`config.mk`:
```
export PLATFORM = sky130hd
export DESIGN_NAME = sample_hold_ctrl
export DESIGN_NICKNAME = d
export VERILOG_FILES = /design/src/rtl/sample_hold_pkg.sv /design/src/rtl/window_cnt.sv /design/src/rtl/sample_hold_ctrl.sv
export SDC_FILE = /design/constraint.sdc
export NUM_CORES = 1
export LEC_CHECK = 0
export BUFFER_PORTS_ARGS = -buffer_cell sky130_fd_sc_hd__buf_2
export CORE_MARGIN = 10
export CORE_UTILIZATION = 35
export CTS_CLUSTER_DIAMETER = 50
export CTS_CLUSTER_SIZE = 8
export DETAILED_ROUTE_END_ITERATION = 10
export PLACE_DENSITY = 0.64
export SYNTH_ARGS = -nofsm -noshare
export SYNTH_HDL_FRONTEND = slang
export SYNTH_SLANG_ARGS = --single-unit
```
`constraint.sdc`:
```
create_clock -name clk -period 2.2 [get_ports clk]
set_clock_uncertainty 0.15 [all_clocks]
set_input_delay 0.55 -clock clk [delete_from_list [all_inputs] [get_ports clk]]
set_output_delay 0.55 -clock clk [all_outputs]
set_load 0.05 [all_outputs]
```
`src/rtl/sample_hold_pkg.sv`:
```
// Shared types and constants for the sample-and-hold latch controller.
package sample_hold_pkg;

  localparam int unsigned CNT_W = 4;

  typedef enum logic [2:0] {
    IDLE,
    SETUP,
    OPEN,
    HOLD,
    DONE
  } state_e;

  // Counter preload that keeps the latch transparent for open_cycles cycles.
  function automatic logic [CNT_W-1:0] open_load(input int unsigned open_cycles);
    return CNT_W'(open_cycles - 1);
  endfunction

endpackage

```
`src/rtl/window_cnt.sv`:
```
// Down-counter timing the transparent window of the downstream latch.
module window_cnt
  import sample_hold_pkg::*;
(
  input  logic             clk,
  input  logic             rst_n,
  input  logic             load,
  input  logic             en,
  input  logic [CNT_W-1:0] load_val,
  output logic             zero
);

  logic [CNT_W-1:0] cnt_q;

  // Saturates at zero so a stray enable can never wrap the window.
  always_ff @(posedge clk or negedge rst_n) begin
    if (!rst_n) begin
      cnt_q <= '0;
    end else if (load) begin
      cnt_q <= load_val;
    end else if (en && (cnt_q != '0)) begin
      cnt_q <= cnt_q - 1'b1;
    end
  end

  assign zero = (cnt_q == '0);

endmodule

```
`src/rtl/sample_hold_ctrl.sv`:
```
// Drives a transparent latch through setup/open/hold phases and returns its readback.
module sample_hold_ctrl
  import sample_hold_pkg::*;
#(
  parameter int unsigned WIDTH       = 8,
  parameter int unsigned OPEN_CYCLES = 2
) (
  input  logic             clk,
  input  logic             rst_n,
  input  logic             req_valid,
  output logic             req_ready,
  input  logic [WIDTH-1:0] din,
  output logic [WIDTH-1:0] lat_d,
  output logic             lat_en,
  input  logic [WIDTH-1:0] lat_q,
  output logic             out_valid,
  input  logic             out_ready,
  output logic [WIDTH-1:0] dout,
  output logic             err
);

  localparam logic [CNT_W-1:0] OpenLoad = open_load(OPEN_CYCLES);

  state_e           state_q;
  logic [WIDTH-1:0] lat_d_q;
  logic [WIDTH-1:0] dout_q;
  logic             lat_en_q;
  logic             out_valid_q;
  logic             req_ready_q;
  logic             err_q;
  logic             cnt_load;
  logic             cnt_en;
  logic             cnt_zero;

  assign cnt_load = (state_q == SETUP);
  assign cnt_en   = (state_q == OPEN);

  window_cnt u_window_cnt (
    .clk      (clk),
    .rst_n    (rst_n),
    .load     (cnt_load),
    .en       (cnt_en),
    .load_val (OpenLoad),
    .zero     (cnt_zero)
  );

  // All outputs are registered so lat_en cannot glitch while the latch is driven.
  always_ff @(posedge clk or negedge rst_n) begin
    if (!rst_n) begin
      state_q     <= IDLE;
      lat_d_q     <= '0;
      dout_q      <= '0;
      lat_en_q    <= 1'b0;
      out_valid_q <= 1'b0;
      req_ready_q <= 1'b1;
      err_q       <= 1'b0;
    end else begin
      unique case (state_q)
        IDLE: begin
          if (req_valid) begin
            lat_d_q     <= din;
            req_ready_q <= 1'b0;
            state_q     <= SETUP;
          end
        end
        SETUP: begin
          lat_en_q <= 1'b1;
          state_q  <= OPEN;
        end
        OPEN: begin
          if (cnt_zero) begin
            lat_en_q <= 1'b0;
            state_q  <= HOLD;
          end
        end
        HOLD: begin
          // lat_d is still held here, so the readback is compared against it directly.
          dout_q      <= lat_q;
          out_valid_q <= 1'b1;
          if (lat_q != lat_d_q) begin
            err_q <= 1'b1;
          end
          state_q <= DONE;
        end
        DONE: begin
          if (out_ready) begin
            out_valid_q <= 1'b0;
            req_ready_q <= 1'b1;
            state_q     <= IDLE;
          end
        end
        default: begin
          state_q <= IDLE;
        end
      endcase
    end
  end

  assign req_ready = req_ready_q;
  assign lat_d     = lat_d_q;
  assign lat_en    = lat_en_q;
  assign out_valid = out_valid_q;
  assign dout      = dout_q;
  assign err       = err_q;

endmodule
```
# ---- Yosys cells after proc, flatten, opt, wreduce, memory -nomap -nowiden
# Index checks and enable logic that the tools add are counted.
dict set report totals {
  reg_bits 27
  inputBits 20
  output_inout_bits 20
  word_cells 44
}
dict set report classes {
  add_sub_neg 1
  n_eq_ne 8
  muxes 13
  reduce_logical 14
}
# op count
set ops {}
lappend ops {{one-hot mux 3 bit (5 select lines)} 1}
lappend ops {{2-to-1 mux 3 bit} 3}
lappend ops {{2-to-1 mux 4 bit} 2}
lappend ops {{inequality test 8 bit} 1}
lappend ops {{AND reduction 2 bit} 4}
lappend ops {{nonzero test 2 bit} 4}
lappend ops {{equality test 3 x 2 -> 1 bit (second input constant)} 2}
lappend ops {{inequality test 2 bit (second input constant)} 3}
lappend ops {{one-hot mux 1 bit (2 select lines)} 3}
lappend ops {{AND reduction 3 bit} 2}
lappend ops {{zero test 4 bit} 1}
lappend ops {{2-to-1 mux 1 bit} 4}
lappend ops {{nonzero test 4 bit} 1}
lappend ops {{subtractor 4 x 1 -> 4 bit (second input constant)} 1}
lappend ops {{equality test 3 x 1 -> 1 bit (second input constant)} 1}
lappend ops {{equality test 3 bit (second input constant)} 1}
lappend ops {{zero test 3 bit} 1}
lappend ops {{logical AND 1 bit} 1}

# ---- Logic depth before layout (Yosys ltp)
dict set report depth {
  ltp_word 4
  mapped_depth 6
  ltp_nobuf 6
}

# ---- Hierarchy
# Synthesis repeated with hierarchy kept, for this count alone.
dict set report hier_totals {
  hier_cells 104
  hier_area_um2 1280.0
}
# mod instances cells_each area_each_um2 seq_area_each_um2
set by_module_without_submodules {}
lappend by_module_without_submodules {sample_hold_ctrl 1 77 1009.7 576.8}
lappend by_module_without_submodules {window_cnt 1 27 270.3 100.1}

# ---- Worst setup path after synthesis
# Ideal clock, no wire load.
dict set report synth_timing {
  kind {flip-flop to flip-flop}
  startpoint {register lat_d_q[4] (netlist: lat_d[4])}
  endpoint {register err_q (netlist: err)}
  setup_ps 124
  t_arrival_ps 1331
  t_required_ps 1926
  setup_slack_ps 595
  path_stages_with_launch 5
  n_path_buf 0
  period_less_slack_ps 1605
  path_cell_list {dfrtp_1 > xor2_1 > nor4_1 > a21oi_1 > or2_1}
}
dict set report synth_via {
  elab_chain_cells 2
}
# element line_no
set synth_lines {}
lappend synth_lines {{start, declared} sample_hold_ctrl.sv:25} ;# logic [WIDTH-1:0] lat_d_q;
lappend synth_lines {{start signal, assigned} sample_hold_ctrl.sv:61} ;# lat_d_q <= din;
lappend synth_lines {{inequality test 8 bit} sample_hold_ctrl.sv:80} ;# if (lat_q != lat_d_q) begin
lappend synth_lines {{AND reduction 2 bit (no source line)} -}
lappend synth_lines {{end signal, assigned} sample_hold_ctrl.sv:56} ;# err_q <= 1'b0;
lappend synth_lines {{end signal, assigned} sample_hold_ctrl.sv:81} ;# err_q <= 1'b1;
lappend synth_lines {{end, declared} sample_hold_ctrl.sv:30} ;# logic err_q;
# Every way passes these cells.
# A chain may end at the register's enable or synchronous reset.

# ---- Final worst setup path
dict set report layout_timing {
  startpoint {register req_ready_q (netlist: req_ready)}
  endpoint {output req_ready}
}
# element line_no
set layout_rtl {}
lappend layout_rtl {{start, declared} sample_hold_ctrl.sv:29} ;# logic req_ready_q;
lappend layout_rtl {{start signal, assigned} sample_hold_ctrl.sv:55} ;# req_ready_q <= 1'b1;
lappend layout_rtl {{start signal, assigned} sample_hold_ctrl.sv:62} ;# req_ready_q <= 1'b0;
lappend layout_rtl {{start signal, assigned} sample_hold_ctrl.sv:88} ;# req_ready_q <= 1'b1;
lappend layout_rtl {{end, declared} sample_hold_ctrl.sv:11} ;# output logic req_ready,
# No word-level cell between the ends.

==> results.toml <==
[setup_path]
crit_path_end_kind = "output pin"
worstPathArrival_ns = 1.07
critPathLaunchType = "register"
r2r_start = "u_window_cnt.cnt_q[1]"
path_buf_inv = 1
critPathMaxFanout = 3
r2r_setup_slack_ns = 0.45
cp_slowest_cell = "dfstp_2"
r2r-end = "u_window_cnt.cnt_q[0]"
required_ns = 1.50
path_cells = "buf_2"
slowest_delay_ns = 0.55
ff2ff_path_depth = 6
crit_type = "reg2out"
cp_top_family = "flip-flops"

[final_layout]
layout_commonest_cell = "buf_2"
stdcell_count = 199
syn_to_final_growth_pct = 20.4
nNetsFinal = 174
drive_above_1_share_pct = 44.4
layout_common_cells = "buf_2, dfrtp_1, mux2_2"
num-fill-cells = 367
diodes = 0
fin_util_pct = 43.8

[drt]
vias = 978
first_pass_iters = 4
drt-initial-drc-count = 80
viasPerCell = 4.91
drtAntennaViolNets = 0
routed_wl_mm = 3.04
drc = 0
detail_route.wl_per_cell_um = 15.3

[timing]
fin_tns_setup_ns = 0
rsz0062_at_grt = "no"
relSlewSlack_pct = 60.3
setup_viol = 0
slew_violations = 0
fmax_ghz = 0.565
finalCritPeriodShare_pct = 80.5
hold_viol_final = 0
whs_ns = 0.129
tightest_slew_ns = 0.595
min_period_ns = 1.77

[global_routing]
grt_pass1_wl_mm = 5.29
antenna_found_initial = 0
grt_pass1_vias = 1114
gr-total-overflow = 0
grtUsageTotal_pct = 9.91
grt_max_degree = 28

[die]
start_util_pct = 36.4
ios = 40
die_area_um2 = 6670
core_area_um2 = 3660
rows = 22
dieWidth_um = 81.7
die_h_um = 81.7

[placement]
hpwl_mm = 2.45
gp_congestion = 0.792
placedCellCount = 195
numPortBuffers = 39

[pwr]
powerDensity_nw_per_um2 = 1750
total_power_mw = 2.81
p_leak_nw = 0.745
ir_worst_vdd_mv = 0.772

[clock_tree]
ctsResizeCount = 0
cts_setup_buffers = 0
cts.sinks = 27
h-tree-depth = 1
cts_buffer_depth = 2
clkLatencyLatePin_ns = 0.27
cts_made_buffers = 3
cts_root_buf = "clkbuf_8"
cts_tree = "done"
ctsHoldBuffers = 0
cts.clk_slew.worst_paths_ns = 0.09

[logic_synthesis]
ys_seq_area_share_pct = 50.8
yosysTopAreaCellShare_pct = 48.9
synth-seq-cells = 27
synth_cells = 111
ys_types = 34
ys_warn_count = 0
syn_area_um2 = 1330
synth.largest_area_cell = "dfrtp_1"
netlist_top_cells_area = "dfrtp_1, mux2_2, xor2_1"
syn_nets = 133
synth_area_per_cell_um2 = 12.0

[run]
maxCapViolCount = 0

[min_path]
hp-class = "in2async"

[run_status]
status = "finished clean"
## worst max-delay path by stage
stage | start | to | slack [ns] | cells past startpoint
detailed placement | u_window_cnt.cnt_q[1] | u_window_cnt.cnt_q[0] | 0.46 | 6
global route | u_window_cnt.cnt_q[1] | u_window_cnt.cnt_q[0] | 0.32 | 6
floorplan | lat_d[4] | err | 0.59 | 4
CTS | req_ready | req_ready | 0.42 | 1
finish | req_ready | req_ready | 0.43 | 1
global placement | lat_q[1] | err | 0.52 | 5
## cells by family after synthesis
group                      synth area share (%)
and+or+nand+nor                            15.5
DFF                                        50.8
AOI/OAI and AO/OA                          7.89
muxes                                      14.3
xor gates and xnor gates                   5.92
buffers and inverters                      3.67
adders and majority gates                  1.88
## power by group
part,switching (mW),leakage [nW],total [mW],internal [mW]
Sequential,0.264,0.321,0.987,0.722
Combinational,1.03,0.399,1.55,0.522
Clock,0.147,0.0255,0.274,0.127
Total,1.44,0.745,2.81,1.37
## metal layers
layer | vias up | GRT usage, % | part of all wire [%]
li1 | 467 | - | -
met3 | 4 | 5.13 | 11
met4 | 0 | 2.04 | 0.66
met5 | - | 0 | 0
met2 | 29 | 16.1 | 49
met1 | 478 | 11.5 | 40
## through the flow
stage | area (um2) | worst slack [ns]
6_report | 1600 | 0.429
5_1_grt | 1600 | 0.315
4_1_cts | 1600 | 0.419
3_5_place_dp | 1560 | 0.457
3_3_place_gp | 1560 | 0.523
2_1_floorplan | 1330 | 0.595
## cell usage after synthesis
master,n
xor2_1,8
or2_1,1
nor2_1,8
mux2_1,1
nand3_1,2
nor3b_4,1
nor2_8,1
buf_6,2
xnor2_1,1
nor4b_2,1
nand2_1,5
o21ai_0,3
mux2_2,15
nand2b_2,1
o21ai_1,1
nand2_2,1
mux2i_1,1
nor4_1,3
nand3b_1,1
o32ai_1,1
o31ai_1,1
ha_1,2
nor2_4,1
dfrtp_1,26
nor2b_4,1
nand2_4,1
buf_4,1
a21oi_1,9
a22o_1,1
nor3_1,2
inv_1,5
o22ai_1,1
o221ai_1,1
dfstp_2,1
## state kept, by name, summed over array words and instances (netlist names)
name                cells
u_window_cnt.cnt_q      4
err                     1
lat_en                  1
out_valid               1
req_ready               1
lat_d                   8
state_q                 3
dout                    8
## area by class of cell
type | count | area (um2) | share of cell area, %
Clock inverter | 1 | 5.00 | 0.312
Inverter | 5 | 18.8 | 1.17
Tap cell | 48 | 60.1 | 3.75
Clock buffer | 3 | 41.3 | 2.58
Timing Repair Buffer | 39 | 195 | 12.2
Multi-Input combinational cell | 76 | 606 | 37.8
Sequential cell | 27 | 677 | 42.2
Power figures use the tool's default switching activity.
